$ cat config.mk
export PLATFORM = sky130hd
export DESIGN_NAME = fx_operand_fetch_flat
export DESIGN_NICKNAME = d
export VERILOG_FILES = /design/src/rtl/fx_operand_fetch_if.sv /design/src/rtl/fx_operand_fetch.sv /design/src/flat_wrapper.sv
export SDC_FILE = /design/constraint.sdc
export NUM_CORES = 2
export LEC_CHECK = 0
export CAP_MARGIN = 20
export CORE_MARGIN = 2
export CORE_UTILIZATION = 48
export DETAILED_ROUTE_END_ITERATION = 12
export GPL_TIMING_DRIVEN = 0
export HOLD_SLACK_MARGIN = 0.1
export PLACE_DENSITY = 0.81
export SLEW_MARGIN = 10
export SYNTH_ARGS = -nofsm -noshare
export SYNTH_HDL_FRONTEND = slang
export SYNTH_SLANG_ARGS = --single-unit
$ cat constraint.sdc
create_clock -name clock_i -period 20.9 [get_ports clock_i]
set_input_delay 4.18 -clock clock_i [delete_from_list [all_inputs] [get_ports clock_i]]
set_output_delay 4.18 -clock clock_i [all_outputs]
set_load 0.03 [all_outputs]
$ cat src/rtl/fx_operand_fetch_if.sv
// Signal bundle between fx_operand_fetch, dispatch, the FX register file and the FX execution unit.
// The master modport is the operand-fetch block's view; slave is everything around it.
interface fx_operand_fetch_if #(
  parameter int regSize           = 64,
  parameter int numGPRAddressBits = 6,
  parameter int tagBits           = 6
);
  logic                         in_valid_i;
  logic                         in_ready_o;
  logic [tagBits-1:0]           in_tag_i;
  logic [2:0]                   in_srcEn_i;
  logic [numGPRAddressBits-1:0] in_srcAddr1_i;
  logic [numGPRAddressBits-1:0] in_srcAddr2_i;
  logic [numGPRAddressBits-1:0] in_srcAddr3_i;
  logic                         in_raZero_i;

  logic                         gprRead1En_o;
  logic                         gprRead2En_o;
  logic                         gprRead3En_o;
  logic [numGPRAddressBits-1:0] gprReadAddr1_o;
  logic [numGPRAddressBits-1:0] gprReadAddr2_o;
  logic [numGPRAddressBits-1:0] gprReadAddr3_o;
  logic [regSize-1:0]           gprRead1_i;
  logic [regSize-1:0]           gprRead2_i;
  logic [regSize-1:0]           gprRead3_i;
  logic [regSize-1:0]           XER_i;

  logic                         gprWrite1En_i;
  logic                         gprWrite2En_i;
  logic                         gprWrite3En_i;
  logic                         gprWrite4En_i;
  logic [numGPRAddressBits-1:0] gprWriteAddr1_i;
  logic [numGPRAddressBits-1:0] gprWriteAddr2_i;
  logic [numGPRAddressBits-1:0] gprWriteAddr3_i;
  logic [numGPRAddressBits-1:0] gprWriteAddr4_i;
  logic [regSize-1:0]           gprWrite1Val_i;
  logic [regSize-1:0]           gprWrite2Val_i;
  logic [regSize-1:0]           gprWrite3Val_i;
  logic [regSize-1:0]           gprWrite4Val_i;

  logic                         out_valid_o;
  logic                         out_ready_i;
  logic [tagBits-1:0]           out_tag_o;
  logic [regSize-1:0]           out_opA_o;
  logic [regSize-1:0]           out_opB_o;
  logic [regSize-1:0]           out_opS_o;
  logic [regSize-1:0]           out_XER_o;

  modport master (
    input  in_valid_i, in_tag_i, in_srcEn_i, in_srcAddr1_i, in_srcAddr2_i, in_srcAddr3_i, in_raZero_i,
    input  gprRead1_i, gprRead2_i, gprRead3_i, XER_i,
    input  gprWrite1En_i, gprWrite2En_i, gprWrite3En_i, gprWrite4En_i,
    input  gprWriteAddr1_i, gprWriteAddr2_i, gprWriteAddr3_i, gprWriteAddr4_i,
    input  gprWrite1Val_i, gprWrite2Val_i, gprWrite3Val_i, gprWrite4Val_i,
    input  out_ready_i,
    output in_ready_o,
    output gprRead1En_o, gprRead2En_o, gprRead3En_o,
    output gprReadAddr1_o, gprReadAddr2_o, gprReadAddr3_o,
    output out_valid_o, out_tag_o, out_opA_o, out_opB_o, out_opS_o, out_XER_o
  );

  modport slave (
    output in_valid_i, in_tag_i, in_srcEn_i, in_srcAddr1_i, in_srcAddr2_i, in_srcAddr3_i, in_raZero_i,
    output gprRead1_i, gprRead2_i, gprRead3_i, XER_i,
    output gprWrite1En_i, gprWrite2En_i, gprWrite3En_i, gprWrite4En_i,
    output gprWriteAddr1_i, gprWriteAddr2_i, gprWriteAddr3_i, gprWriteAddr4_i,
    output gprWrite1Val_i, gprWrite2Val_i, gprWrite3Val_i, gprWrite4Val_i,
    output out_ready_i,
    input  in_ready_o,
    input  gprRead1En_o, gprRead2En_o, gprRead3En_o,
    input  gprReadAddr1_o, gprReadAddr2_o, gprReadAddr3_o,
    input  out_valid_o, out_tag_o, out_opA_o, out_opB_o, out_opS_o, out_XER_o
  );
endinterface

$ cat src/rtl/fx_operand_fetch.sv
// FX operand fetch: drives GPR read ports 1-3, tracks the fixed 3-edge read return and queues operands in order.
// Optional write-port bypass for writes landing at E1/E2 is enabled by defining FX_OPFETCH_BYPASS_EN.
module fx_operand_fetch #(
  parameter int regSize           = 64,
  parameter int numGPRAddressBits = 6,
  parameter int tagBits           = 6,
  parameter int outDepth          = 4,
  parameter int fxOpFetchInstance = 0
) (
  input  logic               clock_i,
  input  logic               reset_i,
  input  logic               flush_i,
  fx_operand_fetch_if.master bus
);
  localparam int ptrW = $clog2(outDepth);
  localparam int cntW = ptrW + 1;

  if (outDepth < 4 || (outDepth & (outDepth - 1)) != 0 || fxOpFetchInstance < 0) begin : g_badConfig
    $error("fx_operand_fetch: outDepth must be a power of 2 >= 4 and instance >= 0");
  end

  typedef struct packed {
    logic                              valid;
    logic [tagBits-1:0]                tag;
    logic [2:0]                        srcUse;
    logic [2:0][numGPRAddressBits-1:0] addr;
`ifdef FX_OPFETCH_BYPASS_EN
    logic [2:0]                        hit;
    logic [2:0][regSize-1:0]           fwd;
`endif
  } PipeEntry;

  typedef struct packed {
    logic [tagBits-1:0]      tag;
    logic [2:0][regSize-1:0] op;
    logic [regSize-1:0]      xer;
  } FifoEntry;

  logic                              r_live;
  logic [cntW-1:0]                   r_inFlight;
  logic [cntW-1:0]                   r_fifoCount;
  logic [ptrW-1:0]                   r_rdPtr;
  logic [ptrW-1:0]                   r_wrPtr;
  logic                              r_outValid;
  FifoEntry                          r_head;
  FifoEntry                          r_mem [outDepth];
  PipeEntry                          r_pipe [3];
  logic [2:0]                        r_rdEn;
  logic [2:0][numGPRAddressBits-1:0] r_rdAddr;

  logic                              w_accept;
  logic                              w_push;
  logic                              w_pop;
  logic [2:0]                        w_inUse;
  logic [2:0][numGPRAddressBits-1:0] w_inAddr;
  logic [2:0][regSize-1:0]           w_rdData;
  logic [ptrW-1:0]                   w_nextRd;
  logic [cntW-1:0]                   w_nextCount;
  PipeEntry                          w_newEntry;
  PipeEntry                          w_snoop1;
  PipeEntry                          w_snoop2;
  FifoEntry                          w_pushEntry;
  FifoEntry                          w_nextHead;

  // Credits count both in-flight reads and queued bundles, so a push can never find the FIFO full.
  assign bus.in_ready_o = r_live && ((r_inFlight + r_fifoCount) < cntW'(outDepth));
  assign w_accept       = bus.in_valid_i && bus.in_ready_o && !flush_i;
  assign w_push         = r_pipe[2].valid;
  assign w_pop          = r_outValid && bus.out_ready_i;
  assign w_inAddr       = {bus.in_srcAddr3_i, bus.in_srcAddr2_i, bus.in_srcAddr1_i};
  assign w_inUse        = {bus.in_srcEn_i[2:1],
                           bus.in_srcEn_i[0] && !(bus.in_raZero_i && bus.in_srcAddr1_i == '0)};
  assign w_rdData       = {bus.gprRead3_i, bus.gprRead2_i, bus.gprRead1_i};
  assign w_nextRd       = r_rdPtr + ptrW'(w_pop);
  assign w_nextCount    = r_fifoCount + cntW'(w_push) - cntW'(w_pop);

  always_comb begin
    w_newEntry        = '0;
    w_newEntry.valid  = w_accept;
    w_newEntry.tag    = bus.in_tag_i;
    w_newEntry.srcUse = w_inUse;
    w_newEntry.addr   = w_inAddr;
  end

`ifdef FX_OPFETCH_BYPASS_EN
  logic [3:0]                        w_wrEn;
  logic [3:0][numGPRAddressBits-1:0] w_wrAddr;
  logic [3:0][regSize-1:0]           w_wrVal;

  assign w_wrEn   = {bus.gprWrite4En_i, bus.gprWrite3En_i, bus.gprWrite2En_i, bus.gprWrite1En_i};
  assign w_wrAddr = {bus.gprWriteAddr4_i, bus.gprWriteAddr3_i, bus.gprWriteAddr2_i, bus.gprWriteAddr1_i};
  assign w_wrVal  = {bus.gprWrite4Val_i, bus.gprWrite3Val_i, bus.gprWrite2Val_i, bus.gprWrite1Val_i};

  // Ports are scanned upward so the highest-numbered matching port wins, like the file's write order.
  always_comb begin
    w_snoop1 = r_pipe[0];
    w_snoop2 = r_pipe[1];
    for (int s = 0; s < 3; s++) begin
      for (int p = 0; p < 4; p++) begin
        if (r_pipe[0].srcUse[s] && w_wrEn[p] && (w_wrAddr[p] == r_pipe[0].addr[s])) begin
          w_snoop1.hit[s] = 1'b1;
          w_snoop1.fwd[s] = w_wrVal[p];
        end
        if (r_pipe[1].srcUse[s] && w_wrEn[p] && (w_wrAddr[p] == r_pipe[1].addr[s])) begin
          w_snoop2.hit[s] = 1'b1;
          w_snoop2.fwd[s] = w_wrVal[p];
        end
      end
    end
  end
`else
  always_comb begin
    w_snoop1 = r_pipe[0];
    w_snoop2 = r_pipe[1];
  end
`endif

  always_comb begin
    w_pushEntry     = '0;
    w_pushEntry.tag = r_pipe[2].tag;
    w_pushEntry.xer = bus.XER_i;
    for (int s = 0; s < 3; s++) begin
      if (r_pipe[2].srcUse[s]) begin
`ifdef FX_OPFETCH_BYPASS_EN
        w_pushEntry.op[s] = r_pipe[2].hit[s] ? r_pipe[2].fwd[s] : w_rdData[s];
`else
        w_pushEntry.op[s] = w_rdData[s];
`endif
      end
    end
  end

  // The new head is the pushed bundle exactly when it lands in the slot the read pointer moves to.
  assign w_nextHead = (w_push && (w_nextRd == r_wrPtr)) ? w_pushEntry : r_mem[w_nextRd];

  always_ff @(posedge clock_i) begin
    if (w_push && !flush_i) begin
      r_mem[r_wrPtr] <= w_pushEntry;
    end
  end

  always_ff @(posedge clock_i or negedge reset_i) begin
    if (!reset_i) begin
      r_live      <= 1'b0;
      r_inFlight  <= '0;
      r_fifoCount <= '0;
      r_rdPtr     <= '0;
      r_wrPtr     <= '0;
      r_outValid  <= 1'b0;
      r_head      <= '0;
      r_rdEn      <= '0;
      r_rdAddr    <= '0;
      for (int i = 0; i < 3; i++) r_pipe[i] <= '0;
    end else begin
      r_live <= 1'b1;
      if (flush_i) begin
        r_inFlight  <= '0;
        r_fifoCount <= '0;
        r_rdPtr     <= '0;
        r_wrPtr     <= '0;
        r_outValid  <= 1'b0;
        r_rdEn      <= '0;
        for (int i = 0; i < 3; i++) r_pipe[i] <= '0;
      end else begin
        r_inFlight  <= r_inFlight + cntW'(w_accept) - cntW'(w_push);
        r_fifoCount <= w_nextCount;
        r_rdPtr     <= w_nextRd;
        r_wrPtr     <= r_wrPtr + ptrW'(w_push);
        r_outValid  <= (w_nextCount != '0);
        if (w_nextCount != '0) r_head <= w_nextHead;
        r_rdEn      <= w_accept ? w_inUse : 3'b000;
        if (w_accept) r_rdAddr <= w_inAddr;
        r_pipe[0]   <= w_newEntry;
        r_pipe[1]   <= w_snoop1;
        r_pipe[2]   <= w_snoop2;
      end
    end
  end

  assign bus.gprRead1En_o   = r_rdEn[0];
  assign bus.gprRead2En_o   = r_rdEn[1];
  assign bus.gprRead3En_o   = r_rdEn[2];
  assign bus.gprReadAddr1_o = r_rdAddr[0];
  assign bus.gprReadAddr2_o = r_rdAddr[1];
  assign bus.gprReadAddr3_o = r_rdAddr[2];
  assign bus.out_valid_o    = r_outValid;
  assign bus.out_tag_o      = r_head.tag;
  assign bus.out_opA_o      = r_head.op[0];
  assign bus.out_opB_o      = r_head.op[1];
  assign bus.out_opS_o      = r_head.op[2];
  assign bus.out_XER_o      = r_head.xer;
endmodule
$ cat src/flat_wrapper.sv
// flat-port wrapper written by rule: the top's interface ports become plain ports
module fx_operand_fetch_flat 
#(
  parameter int regSize           = 64,
  parameter int numGPRAddressBits = 6,
  parameter int tagBits           = 6,
  parameter int outDepth          = 4,
  parameter int fxOpFetchInstance = 0
)
  (clock_i, reset_i, flush_i, bus_in_valid_i, bus_in_tag_i, bus_in_srcEn_i, bus_in_srcAddr1_i, bus_in_srcAddr2_i, bus_in_srcAddr3_i, bus_in_raZero_i, bus_gprRead1_i, bus_gprRead2_i, bus_gprRead3_i, bus_XER_i, bus_gprWrite1En_i, bus_gprWrite2En_i, bus_gprWrite3En_i, bus_gprWrite4En_i, bus_gprWriteAddr1_i, bus_gprWriteAddr2_i, bus_gprWriteAddr3_i, bus_gprWriteAddr4_i, bus_gprWrite1Val_i, bus_gprWrite2Val_i, bus_gprWrite3Val_i, bus_gprWrite4Val_i, bus_out_ready_i, bus_in_ready_o, bus_gprRead1En_o, bus_gprRead2En_o, bus_gprRead3En_o, bus_gprReadAddr1_o, bus_gprReadAddr2_o, bus_gprReadAddr3_o, bus_out_valid_o, bus_out_tag_o, bus_out_opA_o, bus_out_opB_o, bus_out_opS_o, bus_out_XER_o);
  fx_operand_fetch_if #(.regSize(regSize), .numGPRAddressBits(numGPRAddressBits), .tagBits(tagBits)) bus_i ();
  input  logic clock_i;
  input  logic reset_i;
  input  logic flush_i;
  input wire logic [$bits(bus_i.in_valid_i)-1:0] bus_in_valid_i;
  input wire logic [$bits(bus_i.in_tag_i)-1:0] bus_in_tag_i;
  input wire logic [$bits(bus_i.in_srcEn_i)-1:0] bus_in_srcEn_i;
  input wire logic [$bits(bus_i.in_srcAddr1_i)-1:0] bus_in_srcAddr1_i;
  input wire logic [$bits(bus_i.in_srcAddr2_i)-1:0] bus_in_srcAddr2_i;
  input wire logic [$bits(bus_i.in_srcAddr3_i)-1:0] bus_in_srcAddr3_i;
  input wire logic [$bits(bus_i.in_raZero_i)-1:0] bus_in_raZero_i;
  input wire logic [$bits(bus_i.gprRead1_i)-1:0] bus_gprRead1_i;
  input wire logic [$bits(bus_i.gprRead2_i)-1:0] bus_gprRead2_i;
  input wire logic [$bits(bus_i.gprRead3_i)-1:0] bus_gprRead3_i;
  input wire logic [$bits(bus_i.XER_i)-1:0] bus_XER_i;
  input wire logic [$bits(bus_i.gprWrite1En_i)-1:0] bus_gprWrite1En_i;
  input wire logic [$bits(bus_i.gprWrite2En_i)-1:0] bus_gprWrite2En_i;
  input wire logic [$bits(bus_i.gprWrite3En_i)-1:0] bus_gprWrite3En_i;
  input wire logic [$bits(bus_i.gprWrite4En_i)-1:0] bus_gprWrite4En_i;
  input wire logic [$bits(bus_i.gprWriteAddr1_i)-1:0] bus_gprWriteAddr1_i;
  input wire logic [$bits(bus_i.gprWriteAddr2_i)-1:0] bus_gprWriteAddr2_i;
  input wire logic [$bits(bus_i.gprWriteAddr3_i)-1:0] bus_gprWriteAddr3_i;
  input wire logic [$bits(bus_i.gprWriteAddr4_i)-1:0] bus_gprWriteAddr4_i;
  input wire logic [$bits(bus_i.gprWrite1Val_i)-1:0] bus_gprWrite1Val_i;
  input wire logic [$bits(bus_i.gprWrite2Val_i)-1:0] bus_gprWrite2Val_i;
  input wire logic [$bits(bus_i.gprWrite3Val_i)-1:0] bus_gprWrite3Val_i;
  input wire logic [$bits(bus_i.gprWrite4Val_i)-1:0] bus_gprWrite4Val_i;
  input wire logic [$bits(bus_i.out_ready_i)-1:0] bus_out_ready_i;
  output wire logic [$bits(bus_i.in_ready_o)-1:0] bus_in_ready_o;
  output wire logic [$bits(bus_i.gprRead1En_o)-1:0] bus_gprRead1En_o;
  output wire logic [$bits(bus_i.gprRead2En_o)-1:0] bus_gprRead2En_o;
  output wire logic [$bits(bus_i.gprRead3En_o)-1:0] bus_gprRead3En_o;
  output wire logic [$bits(bus_i.gprReadAddr1_o)-1:0] bus_gprReadAddr1_o;
  output wire logic [$bits(bus_i.gprReadAddr2_o)-1:0] bus_gprReadAddr2_o;
  output wire logic [$bits(bus_i.gprReadAddr3_o)-1:0] bus_gprReadAddr3_o;
  output wire logic [$bits(bus_i.out_valid_o)-1:0] bus_out_valid_o;
  output wire logic [$bits(bus_i.out_tag_o)-1:0] bus_out_tag_o;
  output wire logic [$bits(bus_i.out_opA_o)-1:0] bus_out_opA_o;
  output wire logic [$bits(bus_i.out_opB_o)-1:0] bus_out_opB_o;
  output wire logic [$bits(bus_i.out_opS_o)-1:0] bus_out_opS_o;
  output wire logic [$bits(bus_i.out_XER_o)-1:0] bus_out_XER_o;
  assign bus_i.in_valid_i = bus_in_valid_i;
  assign bus_i.in_tag_i = bus_in_tag_i;
  assign bus_i.in_srcEn_i = bus_in_srcEn_i;
  assign bus_i.in_srcAddr1_i = bus_in_srcAddr1_i;
  assign bus_i.in_srcAddr2_i = bus_in_srcAddr2_i;
  assign bus_i.in_srcAddr3_i = bus_in_srcAddr3_i;
  assign bus_i.in_raZero_i = bus_in_raZero_i;
  assign bus_i.gprRead1_i = bus_gprRead1_i;
  assign bus_i.gprRead2_i = bus_gprRead2_i;
  assign bus_i.gprRead3_i = bus_gprRead3_i;
  assign bus_i.XER_i = bus_XER_i;
  assign bus_i.gprWrite1En_i = bus_gprWrite1En_i;
  assign bus_i.gprWrite2En_i = bus_gprWrite2En_i;
  assign bus_i.gprWrite3En_i = bus_gprWrite3En_i;
  assign bus_i.gprWrite4En_i = bus_gprWrite4En_i;
  assign bus_i.gprWriteAddr1_i = bus_gprWriteAddr1_i;
  assign bus_i.gprWriteAddr2_i = bus_gprWriteAddr2_i;
  assign bus_i.gprWriteAddr3_i = bus_gprWriteAddr3_i;
  assign bus_i.gprWriteAddr4_i = bus_gprWriteAddr4_i;
  assign bus_i.gprWrite1Val_i = bus_gprWrite1Val_i;
  assign bus_i.gprWrite2Val_i = bus_gprWrite2Val_i;
  assign bus_i.gprWrite3Val_i = bus_gprWrite3Val_i;
  assign bus_i.gprWrite4Val_i = bus_gprWrite4Val_i;
  assign bus_i.out_ready_i = bus_out_ready_i;
  assign bus_in_ready_o = bus_i.in_ready_o;
  assign bus_gprRead1En_o = bus_i.gprRead1En_o;
  assign bus_gprRead2En_o = bus_i.gprRead2En_o;
  assign bus_gprRead3En_o = bus_i.gprRead3En_o;
  assign bus_gprReadAddr1_o = bus_i.gprReadAddr1_o;
  assign bus_gprReadAddr2_o = bus_i.gprReadAddr2_o;
  assign bus_gprReadAddr3_o = bus_i.gprReadAddr3_o;
  assign bus_out_valid_o = bus_i.out_valid_o;
  assign bus_out_tag_o = bus_i.out_tag_o;
  assign bus_out_opA_o = bus_i.out_opA_o;
  assign bus_out_opB_o = bus_i.out_opB_o;
  assign bus_out_opS_o = bus_i.out_opS_o;
  assign bus_out_XER_o = bus_i.out_XER_o;
  fx_operand_fetch #(.regSize(regSize), .numGPRAddressBits(numGPRAddressBits), .tagBits(tagBits), .outDepth(outDepth), .fxOpFetchInstance(fxOpFetchInstance)) u_core (.clock_i(clock_i), .reset_i(reset_i), .flush_i(flush_i), .bus(bus_i));
endmodule
Yosys cells after proc, flatten, opt, wreduce, memory -nomap -nowiden
Memory sizes are Yosys's and may differ from the RTL's. A register that Yosys moved wholly into a read port is not among the register bits.
Cells that the tools add are included.
- input bits: 573
- memories: 1
- RAM bits: 1048
- register bits: 99
- memories (name ; depth ; width ; rd ports ; clocked after memory_dff ; wr ports ; RTL line ; RTL):
    u_core.r_mem ; 4 ; 262 ; 1 ; 1 ; 1 ; fx_operand_fetch.sv:46 ; FifoEntry r_mem [outDepth];
- bitwise operators: 1
- $add $sub $neg: 7
- order comparisons: 1
- muxes and demuxes: 13
- reductions and logical operators: 14
- operators with widths (operator ; number):
    $mux 64 ; 3
    $mux 84 ; 1
    $mux 3 ; 4
    $logic_and 1x1->1 ; 7
    $add 3x1->3 ; 2
    $logic_not 6->1 ; 1
    $sub 3x1->3 ; 2
    $add 2x1->2 ; 2
    $mux 2 ; 2
    $reduce_and 2->1 ; 2
    $add 3x3->3 ; 1
    $logic_not 1->1 ; 3
    $lt 3x3->1 const B ; 1
    $mux 1 ; 3
    $reduce_bool 3->1 ; 1
    $not 1->1 ; 1

Longest topological paths before layout
- depth in word-level cells: 8
- depth in mapped cells: 14
- depth with buffers taken out: 11

Worst setup path before layout
No wires, ideal clock.
- kind: input-to-reg
- start point: input port flush_i
- end point: memory u_core.r_mem[2][0] in the netlist's numbering, enable pin
- arrival: 23.165 ns
- path slack: -3.525 ns
- cell stages on the path: 2
- buffers on the path: 0
- cells stage by stage: nand2b_1 > nor3b_1
- cells in the longest elaborated chain, start to end: 4
- ends and longest elaborated chain (item ; RTL line ; RTL):
    from (decl) ; flat_wrapper.sv:14 ; input logic flush_i;
    $logic_not 1->1 ; fx_operand_fetch.sv:137 ; if (w_push && !flush_i) begin
    $logic_and 1x1->1 ; fx_operand_fetch.sv:137 ;
    $mux 1 ; fx_operand_fetch.sv:137 ;
    $mux 1 (not written as such) ; fx_operand_fetch.sv:138 ; r_mem[r_wrPtr] <= w_pushEntry;
    to (decl) ; fx_operand_fetch.sv:46 ;
Every way passes these cells.

Worst setup path in the final report
- start point: input port bus_out_ready_i
- end point: register u_core.r_head (netlist bit u_core.bus.out_XER_o[63])
- cells in the longest elaborated chain, start to end: 4
- elaborated cells between the ends (all ways): 5
- those cells by class: add/sub: 2; reduce/logical: 3
- ends and longest elaborated chain (item ; RTL line ; RTL):
    from (decl) ; flat_wrapper.sv:38 ; input wire logic [$bits(bus_i.out_ready_i)-1:0] bus_out_ready_i;
    $logic_and 1x1->1 (*) ; fx_operand_fetch.sv:69 ; assign w_pop = r_outValid && bus.out_ready_i;
    $sub 3x1->3 ; fx_operand_fetch.sv:75 ; assign w_nextCount = r_fifoCount + cntW'(w_push) - cntW'(w_pop);
    $reduce_bool 3->1 ; fx_operand_fetch.sv:170 ; if (w_nextCount != '0) r_head <= w_nextHead;
    $reduce_and 2->1 (no line) ; n/a ;
    to (signal assigned) ; fx_operand_fetch.sv:170 ;
    to (decl) ; fx_operand_fetch.sv:45 ; FifoEntry r_head;
Every way passes the cells marked *; elsewhere a longest branch is shown, timed or not.
A chain may end at the register's enable or synchronous reset.

==> metrics.txt <==
Die Ht 336 um; Crit Path Category input pin to flop; Cell Rows 121; htree depth 4; min-delay worst type flop to flop; Synth async-reset ratio 0.237; clk_skew between 0.02 and 0.03 ns; Reg2Reg Setup Slack roughly 17 ns; Syn-to-layout area delta 25.2%; critical path peak fanout 10; Max Root-Sink Buffers 3; Leak approximately 0.024 uW; slowest stage cell, crit path clkbuf_1; minimum clock period about 7.7 ns; Highest Clock Rate 0.130 GHz; vias per inst ~5.7; DP Wirelength 95800 um; Clock Sinks roughly 1400; met3 wire len between 15000 and 20000 um; PwrDens approximately 130 mW/mm^2; Synth Cell Area 0.0530 mm^2; top post-synthesis cells by area edfxtp_1, dfrtp_1, mux4_2, a21oi_1, and2_1; Worst-Skew Late Latency approximately 0.77 ns; status finished, final reports clean; Core ar. 0.109 mm^2; CP Cell Sequence clkdlybuf4s50_1, and2_1, ha_1, inv_1, ha_1, inv_1, fa_1, xnor3_1, a31o_2, buf_2, buf_2, clkbuf_1, a21oi_1, a21oi_1; Max Used Layer met5; Routed Antenna Nets 0; Crit path largest cell delay 0.65 ns; PostCTS Resize Cnt 0; Total Wirelength between 100000 and 150000 um; final hold violations 0; TNS Setup 0 ns; port bufs between 500 and 600; die width approximately 340 um; Mapped Nets between 3000 and 4000; dominant synthesized flop cell edfxtp_1; Die ar. roughly 0.11 mm^2; post-CTS setup buffers 0; Post-synth EDFFs around 1000; Tcrit/Tclk final 0.368; CTS tree built; num ports roughly 860; share of the synthesized area in the top cell type 0.593; setup violation total in the final timing report 0; CP arrival ~8.4 ns; DR pass1 iterations 6; GRT Total Usage 0.251; first-pass GRT wire length around 210000 um; Final Max Tran Viols 0; RSZ-0062 raised after global routing no; met2 WL post-DR 67100 um; gr ovfl total 0; dominant cell by count in the synthesized netlist edfxtp_1; CP required between 20 and 25 ns; final layout net count ~4500; Synth Instances 3183; vias around 32000; MaxCap Viol Count 0; drt wl/cell about 26 um; CTS hold repair buffers 0; peak supply drop about 0.11 mV; Iter 0 DRT Violations roughly 3100; M1 WL between 50000 and 60000 um; number of global-route vias before repair ~33000; Slew @ Worst Pin 1.11 ns; gpl congestion between 0.8 and 0.9; initial core utilization 0.485; largest net degree at the start of global routing 96; Slew headroom 0.260; Yosys cell types 31; total power 8730 uW; initial antenna violation count 31; YS warnings 0; total CTS buffers about 140; DRC Markers 0; clock transition at the registers of the reported paths roughly 0.060 ns; CTS Root Cell clkbuf_16; Crit. End Element flop; DP Area between 0.06 and 0.07 mm^2; Syn Area/Cell about 17 um^2; fraction of layout instances using a drive strength above 1 0.161; sequential share of the synthesized area 0.747; Finished Cell Area around 0.066 mm^2; Worst setup SP type input pin; FF+latch count, synth 1373; list of most frequent post-synthesis cells edfxtp_1, a21oi_1, dfrtp_1; biggest area consumer among synthesized cells edfxtp_1
worst max-delay path: cells and delay by family:
| kind | cells | cell delay (ns) |
|---|---|---|
| buffers and inverters | 6 | 2.43 |
| AND/OR/NAND/NOR | 1 | 0.21 |
| AO/OA/AOI/OAI | 3 | 0.51 |
| XOR/XNOR | 1 | 0.25 |
| adder cells (fa/ha/maj) | 3 | 0.75 |
where the power goes:
part / internal (uW) / switching, uW
combinational: 1150 / 1730
sequential: 3220 / 212
clock: 1360 / 1050
total: 5730 / 3000
final cells by class:
class / count / area [um^2]
sequential: 1373 / 39600
inverter: 9 / 33.8
timing repair buffer: 637 / 7020
clock inverter: 59 / 561
fill: 7679 / 42900
clock buffer: 192 / 3830
tap: 1476 / 1850
buffer: 202 / 912
antenna: 15 / 37.5
multi-input combinational: 1599 / 12500
sequential cells by signal, summed over array words and instances, names as in the netlist:
register and flops:
u_core.r_inFlight 3, u_core.bus.out_opB_o 64, u_core.r_rdPtr 2, u_core.bus.gprReadAddr3_o 6
u_core.r_live 1, u_core.r_rdEn 3, u_core.w_push 1, u_core.r_fifoCount 3
u_core.bus.out_opA_o 64, u_core.bus.out_opS_o 64, u_core.bus.out_XER_o 64, u_core.bus.gprReadAddr1_o 6
u_core.bus.out_tag_o 6, u_core.r_pipe 29, u_core.r_mem 1048, u_core.bus.out_valid_o 1
u_core.r_wrPtr 2, u_core.bus.gprReadAddr2_o 6
cell families after synthesis:
kind of cell | count (synthesis) | share of synthesized area
AND/OR/NAND/NOR | 772 | 0.0660
XOR/XNOR | 10 | 0.00217
AO/OA/AOI/OAI | 527 | 0.0499
other | 1 | 0.0000707
adder cells (fa/ha/maj) | 9 | 0.00241
flip-flops | 1373 | 0.747
buffers and inverters | 211 | 0.0178
multiplexers | 280 | 0.115
layer usage:
metal,global-route usage,vias to the layer above
li1,-,13500
met1,0.326,16300
met2,0.393,1755
met3,0.0885,301
met4,0.0973,30
met5,0,-
final timing paths:
kind | cells past startpoint | start | end
max in group asynchronous | 3 | reset_i | u_core.bus.out_opB_o[30]
max reg2reg | 13 | u_core.bus.out_valid_o | u_core.bus.out_XER_o[63]
min in group asynchronous | 1 | reset_i | u_core.bus.out_XER_o[11]
min | 1 | u_core.r_pipe[83] | u_core.r_pipe[55]
max | 14 | bus_out_ready_i | u_core.bus.out_XER_o[63]
min reg2reg | 1 | u_core.r_pipe[83] | u_core.r_pipe[55]
metrics by stage:
| stage | hold WS, ns | cells | worst slack, ns | utilization |
|---|---|---|---|---|
| global route | 0.483 | 5556 | 13.00 | 0.607 |
| global placement | 0.443 | 5232 | -4.60 | 0.555 |
| finish | 0.461 | 5562 | 13.21 | 0.607 |
| detailed placement | 0.451 | 5296 | 12.46 | 0.567 |
| floorplan | 0.439 | 3183 | 4.74 | - |
| CTS | 0.465 | 5547 | 13.24 | 0.607 |
layout by cell type, fill, tap and decap left out, types with 6 or more instances in the layout:
cell / instances
xnor2_1: 6
nor2b_1: 32
inv_1: 8
clkinv_1: 14
mux2_2: 18
buf_1: 12
and2_1: 197
clkbuf_1: 124
buf_2: 95
ha_1: 7
clkdlybuf4s50_1: 572
nor2_1: 270
buf_8: 31
mux4_2: 262
clkbuf_8: 13
buf_12: 12
dfrtp_1: 325
clkbuf_16: 140
clkinv_2: 20
buf_4: 9
buf_16: 21
edfxtp_1: 1048
nand2_1: 263
diode_2: 15
a21oi_1: 524
Power figures use the tool's default switching activity.
